**config.mk**
```make
export PLATFORM = sky130hd
export DESIGN_NAME = hdb3_decoder_flat
export DESIGN_NICKNAME = d
export VERILOG_FILES = /design/src/rtl/hdb3_pkg.sv /design/src/rtl/hdb3_decoder_if.sv /design/src/rtl/hdb3_violation_chk.sv /design/src/rtl/hdb3_decoder.sv /design/src/flat_wrapper.sv
export SDC_FILE = /design/constraint.sdc
export NUM_CORES = 1
export LEC_CHECK = 0
export ABC_AREA = 1
export BUFFER_PORTS_ARGS = -buffer_cell sky130_fd_sc_hd__buf_2
export CORE_MARGIN = 3
export CORE_UTILIZATION = 54
export DETAILED_ROUTE_END_ITERATION = 16
export PLACE_DENSITY_LB_ADDON = 0.12
export SYNTH_ARGS = -nofsm -noshare
export SYNTH_HDL_FRONTEND = slang
export SYNTH_SLANG_ARGS = --single-unit
```
**constraint.sdc**
```tcl
create_clock -name i_clk -period 1.3 [get_ports i_clk]
set_input_delay 0.195 -clock i_clk [delete_from_list [all_inputs] [get_ports i_clk]]
set_output_delay 0.195 -clock i_clk [all_outputs]
set_load 0.01 [all_outputs]
```
**src/rtl/hdb3_pkg.sv**
```systemverilog
// Shared constants and types for the HDB3 decoder slice.
package hdb3_pkg;

    // Ternary line symbols as carried on the 2-bit code bus.
    localparam logic [1:0] SYM_ZERO = 2'b00;
    localparam logic [1:0] SYM_POS  = 2'b01;
    localparam logic [1:0] SYM_NEG  = 2'b10;
    localparam logic [1:0] SYM_ILL  = 2'b11;

    typedef enum logic {
        POL_NEG = 1'b0,
        POL_POS = 1'b1
    } pol_e;

    // A substitution group spans four symbols (000V / B00V).
    localparam int unsigned DELAY_LEN    = 4;
    // Longest legal run of zeros on an HDB3 line.
    localparam int unsigned MAX_ZERO_RUN = 3;

    function automatic logic is_mark_sym(input logic [1:0] code);
        return (code == SYM_POS) || (code == SYM_NEG);
    endfunction

endpackage

```
**src/rtl/hdb3_decoder_if.sv**
```systemverilog
// Symbol-in / NRZ-out bus of the HDB3 decoder.
// o_err_cnt is present only when HDB3_ERR_CNT_EN is defined.
interface hdb3_decoder_if #(
    parameter int unsigned ERR_CNT_W = 16
) ();

    logic       i_code_valid;
    logic [1:0] i_hdb3_code;
    logic       o_data;
    logic       o_data_valid;
    logic       o_v_det;
    logic       o_code_err;
`ifdef HDB3_ERR_CNT_EN
    logic [ERR_CNT_W-1:0] o_err_cnt;
`endif

    // A zero-width counter is meaningless.
    if (ERR_CNT_W == 0) begin : g_bad_width
        $error("hdb3_decoder_if: ERR_CNT_W must be non-zero");
    end

    // Symbol source side.
    modport master (
        output i_code_valid,
        output i_hdb3_code,
        input  o_data,
        input  o_data_valid,
        input  o_v_det,
        input  o_code_err
`ifdef HDB3_ERR_CNT_EN
        , input o_err_cnt
`endif
    );

    // Decoder side.
    modport slave (
        input  i_code_valid,
        input  i_hdb3_code,
        output o_data,
        output o_data_valid,
        output o_v_det,
        output o_code_err
`ifdef HDB3_ERR_CNT_EN
        , output o_err_cnt
`endif
    );

endinterface

```
**src/rtl/hdb3_violation_chk.sv**
```systemverilog
// Per-symbol HDB3 classifier: tracks mark polarity, V polarity and zero runs,
// and flags each symbol as mark / V / code error. Outputs are combinational
// on the current symbol; state advances only on valid symbols.
module hdb3_violation_chk
    import hdb3_pkg::*;
(
    input  logic       i_clk,
    input  logic       i_rst_n,
    input  logic       i_code_valid,
    input  logic [1:0] i_code,
    output logic       o_is_mark,
    output logic       o_is_v,
    output logic       o_code_err
);

    localparam int unsigned ZW = $clog2(MAX_ZERO_RUN + 1);

    pol_e          last_pol_q;
    pol_e          last_v_pol_q;
    logic          v_seen_q;
    logic [ZW-1:0] zero_cnt_q;

    pol_e sym_pol;
    logic ill_err;
    logic zero_err;
    logic v_pol_err;

    // Classify the symbol currently on the bus.
    always_comb begin
        sym_pol    = (i_code == SYM_POS) ? POL_POS : POL_NEG;
        o_is_mark  = is_mark_sym(i_code);
        o_is_v     = o_is_mark && (sym_pol == last_pol_q);
        ill_err    = (i_code == SYM_ILL);
        zero_err   = (i_code == SYM_ZERO) && (zero_cnt_q == ZW'(MAX_ZERO_RUN));
        // Consecutive V pulses must alternate; the first V has no reference.
        v_pol_err  = o_is_v && v_seen_q && (sym_pol == last_v_pol_q);
        o_code_err = ill_err || zero_err || v_pol_err;
    end

    // Polarity and zero-run history, advanced per valid symbol.
    always_ff @(posedge i_clk) begin
        if (!i_rst_n) begin
            last_pol_q   <= POL_NEG;
            last_v_pol_q <= POL_NEG;
            v_seen_q     <= 1'b0;
            zero_cnt_q   <= '0;
        end else if (i_code_valid) begin
            if (o_is_mark) begin
                last_pol_q <= sym_pol;
            end
            if (o_is_v) begin
                v_seen_q     <= 1'b1;
                last_v_pol_q <= sym_pol;
            end
            // Saturate so every further zero re-flags.
            if (i_code == SYM_ZERO) begin
                if (zero_cnt_q != ZW'(MAX_ZERO_RUN)) begin
                    zero_cnt_q <= zero_cnt_q + 1'b1;
                end
            end else begin
                zero_cnt_q <= '0;
            end
        end
    end

endmodule

```
**src/rtl/hdb3_decoder.sv**
```systemverilog
// HDB3 line decoder: ternary symbols in, NRZ bits out with 4-symbol latency.
// A V pulse zeroes itself and the three preceding symbols in the delay line,
// which removes both 000V and B00V substitutions.
// Define HDB3_ERR_CNT_EN to add the saturating o_err_cnt code-error counter.
module hdb3_decoder
    import hdb3_pkg::*;
#(
    parameter int unsigned ERR_CNT_W = 16
) (
    input  logic          i_clk,
    input  logic          i_rst_n,
    hdb3_decoder_if.slave bus
);

    localparam int unsigned FW = $clog2(DELAY_LEN + 1);

    logic [DELAY_LEN-1:0] sr_q;
    logic [FW-1:0]        fill_q;
    logic                 data_q;
    logic                 data_valid_q;
    logic                 v_det_q;
    logic                 code_err_q;

    logic is_mark;
    logic is_v;
    logic code_err;

    if (ERR_CNT_W == 0) begin : g_bad_width
        $error("hdb3_decoder: ERR_CNT_W must be non-zero");
    end

    hdb3_violation_chk u_chk (
        .i_clk        (i_clk),
        .i_rst_n      (i_rst_n),
        .i_code_valid (bus.i_code_valid),
        .i_code       (bus.i_hdb3_code),
        .o_is_mark    (is_mark),
        .o_is_v       (is_v),
        .o_code_err   (code_err)
    );

    // Delay line, fill tracking and registered output pulses.
    always_ff @(posedge i_clk) begin
        if (!i_rst_n) begin
            sr_q         <= '0;
            fill_q       <= '0;
            data_q       <= 1'b0;
            data_valid_q <= 1'b0;
            v_det_q      <= 1'b0;
            code_err_q   <= 1'b0;
        end else begin
            data_valid_q <= 1'b0;
            v_det_q      <= 1'b0;
            code_err_q   <= 1'b0;
            if (bus.i_code_valid) begin
                // Illegal symbols are not marks, so they enter as 0.
                sr_q <= is_v ? '0 : {sr_q[DELAY_LEN-2:0], is_mark};
                if (fill_q != FW'(DELAY_LEN)) begin
                    fill_q <= fill_q + 1'b1;
                end else begin
                    // Oldest symbol leaves before any V clear takes effect.
                    data_q       <= sr_q[DELAY_LEN-1];
                    data_valid_q <= 1'b1;
                end
                v_det_q    <= is_v;
                code_err_q <= code_err;
            end
        end
    end

    assign bus.o_data       = data_q;
    assign bus.o_data_valid = data_valid_q;
    assign bus.o_v_det      = v_det_q;
    assign bus.o_code_err   = code_err_q;

`ifdef HDB3_ERR_CNT_EN
    logic [ERR_CNT_W-1:0] err_cnt_q;

    // Counts alongside the o_code_err pulse; saturates, cleared only by reset.
    always_ff @(posedge i_clk) begin
        if (!i_rst_n) begin
            err_cnt_q <= '0;
        end else if (bus.i_code_valid && code_err && (err_cnt_q != '1)) begin
            err_cnt_q <= err_cnt_q + 1'b1;
        end
    end

    assign bus.o_err_cnt = err_cnt_q;
`endif

endmodule

```
**src/flat_wrapper.sv**
```systemverilog
// flat-port wrapper written by rule: the top's interface ports become plain ports
module hdb3_decoder_flat import hdb3_pkg::*;
#(
    parameter int unsigned ERR_CNT_W = 16
)
  (i_clk, i_rst_n, bus_i_code_valid, bus_i_hdb3_code, bus_o_data, bus_o_data_valid, bus_o_v_det, bus_o_code_err);
  hdb3_decoder_if #(.ERR_CNT_W(ERR_CNT_W)) bus_i ();
  input  logic i_clk;
  input  logic i_rst_n;
  input wire logic [$bits(bus_i.i_code_valid)-1:0] bus_i_code_valid;
  input wire logic [$bits(bus_i.i_hdb3_code)-1:0] bus_i_hdb3_code;
  output wire logic [$bits(bus_i.o_data)-1:0] bus_o_data;
  output wire logic [$bits(bus_i.o_data_valid)-1:0] bus_o_data_valid;
  output wire logic [$bits(bus_i.o_v_det)-1:0] bus_o_v_det;
  output wire logic [$bits(bus_i.o_code_err)-1:0] bus_o_code_err;
  assign bus_i.i_code_valid = bus_i_code_valid;
  assign bus_i.i_hdb3_code = bus_i_hdb3_code;
  assign bus_o_data = bus_i.o_data;
  assign bus_o_data_valid = bus_i.o_data_valid;
  assign bus_o_v_det = bus_i.o_v_det;
  assign bus_o_code_err = bus_i.o_code_err;
  hdb3_decoder #(.ERR_CNT_W(ERR_CNT_W)) u_core (.i_clk(i_clk), .i_rst_n(i_rst_n), .bus(bus_i));
endmodule
```
# [Yosys cells after proc, flatten, opt, wreduce, memory -nomap -nowiden]
# Cells that the tools add are included.
[word_totals] ff_bits=16 in_bits=5 wordCells=41
[op_classes] add_sub_neg=2 n_eq_ne=9 muxes=5 bitwise=1 reduce_logical=14
[op_table] cell="AND reduction 2 bit" count=6
[op_table] cell="equality test 2 bit, second input constant" count=3
[op_table] cell="logical AND 1 bit" count=4
[op_table] cell="two-way mux 2 bit" count=2
[op_table] cell="two-way mux 4 bit" count=1
[op_table] cell="adder 3 x 1 -> 3 bit, second input constant" count=1
[op_table] cell="logical OR 1 bit" count=3
[op_table] cell="inequality test 3 bit, second input constant" count=1
[op_table] cell="adder 2 x 1 -> 2 bit, second input constant" count=1
[op_table] cell="equality test 1 bit" count=2
[op_table] cell="equality test 2 x 1 -> 1 bit, second input constant" count=1
[op_table] cell="logical NOT 2 bit" count=1
[op_table] cell="two-way mux 1 bit" count=2
[op_table] cell="inequality test 2 x 1 -> 1 bit, second input constant" count=1
[op_table] cell="inequality test 2 bit, second input constant" count=1
[op_table] cell="inverter 1 bit" count=1

# [Logic depth before layout (Yosys ltp)]
[logic_depth] depth_word=7 depth_mapped=9 ltp_nobuf=9

# [Modules after synthesis]
# From an unflattened synthesis, not the netlist that was laid out.
[unflattened] cells_unflattened=107 hier_area_um2=772.0
[by_module_without_submodules] mod="hdb3_decoder" n_inst=1 cells_each=58 area_per_inst_um2=446.7 seq_area_each_um2=220.2
[by_module_without_submodules] mod="hdb3_violation_chk" n_inst=1 cells_each=49 area_per_inst_um2=325.3 seq_area_each_um2=100.1

# [Least setup slack after synthesis]
# Ideal clock, no wire load.
[synth_path] path_kind="register to register" start="register u_core.fill_q[0]" end="register u_core.fill_q[0]" t_arrival_ns=0.918 slack_ns=0.262 stages_incl_launch_ff=7 n_path_buf=0 path_cell_list="dfxtp_1 > inv_1 > ha_1 > nand2_1 > nand2_1 > o21ai_0 > a21oi_1"
[synth_via] elab_chain_len=2
[synth_rtl] element="start: declaration" line="hdb3_decoder.sv:18" source="logic [FW-1:0] fill_q;"
[synth_rtl] element="start signal: assignment" line="hdb3_decoder.sv:59" source="fill_q <= fill_q + 1'b1;"
[synth_rtl] element="branches (longest 2 deep; another with adder 3 x 1 -> 3 bit)"
# Several ways; the timed one is not identified.
# A chain may end at the register's enable or synchronous reset.

# [Final worst setup path]
[layout_path] start="register u_core.fill_q[0]" end="register u_core.fill_q[1]"
# The elaborated chain is that of the path after synthesis.

==> run metrics <==
placed cells 110; GRT Total Usage 13.4%; FILL cells 109; Crit Path Class flip-flop to flip-flop; CP Data Required Time 1.48 ns; final hold violation count 0; Hold WC Path Type primary input to flip-flop; post-CTS sizing 0; Port Buffers 8; Mapped Cells 90; status finished clean; Clock Skews 0.00386 ns; Synthesis Warnings 0; Worst R2R End u_core.fill_q[1]; layout cells sized above 1 23.0%; initial antenna violation count 0; 1st-pass router iterations 4; clk slew on worst S/H paths 0.09 ns; Slew @ Worst Pin 0.227 ns; count leader, synth dfxtp_1; Final Non-Filler Cells 114; wire length of the first global-routing pass 1920 um; initial core utilization 61.9%; Reg2Reg Launch Point u_core.fill_q[0]; hold-fix buffer count after cts 0; Worst-Skew Late Latency 0.28 ns; CTS Buf Count 3; Setup TNS 0 ns; DRC Markers 0; synthesized cell area 743 sq um; RePlAce Congestion 0.739; max_slew headroom 84.7%; die height 43.1 um; max-slew violation count 0; Root Buffer clkbuf_4; clk sink count 16; crit end category flip-flop; Synth top area share 43.1%; synth top area cells dfxtp_1, ha_1, a21oi_1; Crit-path slowest cell dfxtp_1; r2r worst-path depth 6; DP Wirelength 887 um; via count 580; site row count 12; largest net degree at the start of global routing 12; sequential area share after synthesis 43.1%; Tcrit/Tclk final 87.9%; static leakage 0.000385 uW; Max Cap Viol 0; cell mode on critical path nand2_1; CTS tree built; CP Launch Point u_core.fill_q[0]; crit path cell chain inv_1 -> ha_1 -> nand2_1 -> nand2_1 -> o21ai_0 -> a21oi_1; FF-to-FF setup slack 0.16 ns; number of synthesized flops with an enable pin 0; PD cells 1200 nW/um^2; Post-CTS Setup Inserts 0; Cell variety after synth 20; H-tree levels 1; worst endpoint data arrival time 1.32 ns; Synth top cells by count dfxtp_1, nand2_1, a21oi_1; final setup fails 0; Largest stage delay, worst path 0.34 ns; nets@finish 112; global route overflow 0; syn_area_per_cell 8.26 sq um; CP endpoint u_core.fill_q[1]; Seq cells post-synth 16; CP Launch Type flip-flop; I/O Pins 9; post-synth top area cell dfxtp_1; die area 1860 sq um; most common flop cell mapped by yosys dfxtp_1; clock period minus worst slack 1.14 ns; Max Root-Sink Buffers 2; Post-synth ARST share 0%; wire per inst 9.97 um; RSZ-0062 raised after global routing false; number of global-route vias before repair 471; chip width 43.1 um; Area Growth Syn to Fin 10.1%; Mapped Nets 101; DR vias/cell 5.09; antenna viol nets, final 0; Routed WL 1140 um; diode count 0; core box area 1200 sq um; worst-path maximum fanout 4; Max Freq 875 MHz; 1st-iter DRT viols 14; Peak supply drop 680 uV
logic make-up after synthesis:
family	synth area share, %
and+or+nand+nor	22.7
AOI/OAI and AO/OA	14.6
DFF	43.1
buffers and inverters	9.43
adders and majority gates	10.1
power by group:
group | switching (uW) | internal (uW)
logic | 80.0 | 46.5
registers | 12.9 | 517
clock network | 156 | 170
state kept, by name, indices dropped and copies added (netlist names):
register                   cells
u_core.u_chk.last_pol_q        1
u_core.bus.o_code_err          1
u_core.u_chk.zero_cnt_q        2
u_core.bus.o_data_valid        1
u_core.bus.o_v_det             1
u_core.u_chk.last_v_pol_q      1
u_core.bus.o_data              1
u_core.fill_q                  3
u_core.u_chk.v_seen_q          1
u_core.sr_q                    4
metrics by stage:
stage	power [uW]	hold WS [ns]	util [%]	worst slack, ns	area, sq um
3_5_place_dp	669	0.459	65.1	0.0956	782
5_1_grt	1030	0.233	68.1	0.0466	818
4_1_cts	995	0.213	68.1	0.143	818
2_1_floorplan	644	0.342	-	0.262	743
3_3_place_gp	667	0.456	65.1	0.118	782
6_report	983	0.225	68.1	0.157	818
final cells by class:
cell class	instances	area [sq um]	share of cell area [%]
clock buffers	4	36.3	4.43
inverters	13	51.3	6.27
multi-input cells	59	353	43.1
flip-flops and latches	16	320	39.1
well taps	14	17.5	2.14
repair buffers	8	40.0	4.89
worst max-delay path, delay by kind of cell, from the launching register on:
kind            cells  cell delay [ns]
simple gates        2             0.22
fa+ha+maj           1             0.19
buf+inv             1             0.06
flops               1             0.34
compound gates      2             0.21
worst min-delay path by stage:
stage	slack [ns]	depth (start not counted)	from	to
after floorplan	0.34	2	i_rst_n	u_core.bus.o_code_err
after global placement	0.46	2	u_core.sr_q[0]	u_core.sr_q[0]
after detailed placement	0.46	2	u_core.sr_q[0]	u_core.sr_q[0]
after CTS	0.21	3	i_rst_n	u_core.fill_q[2]
after global routing	0.23	3	i_rst_n	u_core.u_chk.last_v_pol_q
final	0.23	3	i_rst_n	u_core.fill_q[2]
layout by cell type, fill, tap and decap left out:
cell type | Yosys | final
a211oi_1 | 1 | 1
a21oi_1 | 11 | 11
a21oi_4 | 1 | 1
buf_2 | 0 | 8
clkbuf_4 | 0 | 3
clkbuf_8 | 0 | 1
dfxtp_1 | 16 | 16
ha_1 | 6 | 6
inv_1 | 10 | 10
inv_2 | 2 | 2
inv_4 | 1 | 1
nand2_1 | 13 | 13
nand2_2 | 1 | 1
nand2_4 | 1 | 1
nand3_1 | 3 | 3
nand4_1 | 1 | 1
nor2_1 | 9 | 9
nor2_2 | 2 | 2
nor3_1 | 1 | 1
nor3_2 | 3 | 3
o21ai_0 | 6 | 6
per-layer routing:
layer | up-vias | global-route usage (%) | part of all wire [%]
met5 | - | 0 | 0
met3 | 2 | 2.54 | 4.2
met2 | 11 | 19.5 | 41
met4 | 0 | 5.42 | 1.5
li1 | 311 | - | -
met1 | 256 | 19.2 | 53
No activity file was read; power rests on OpenSTA's default activity.
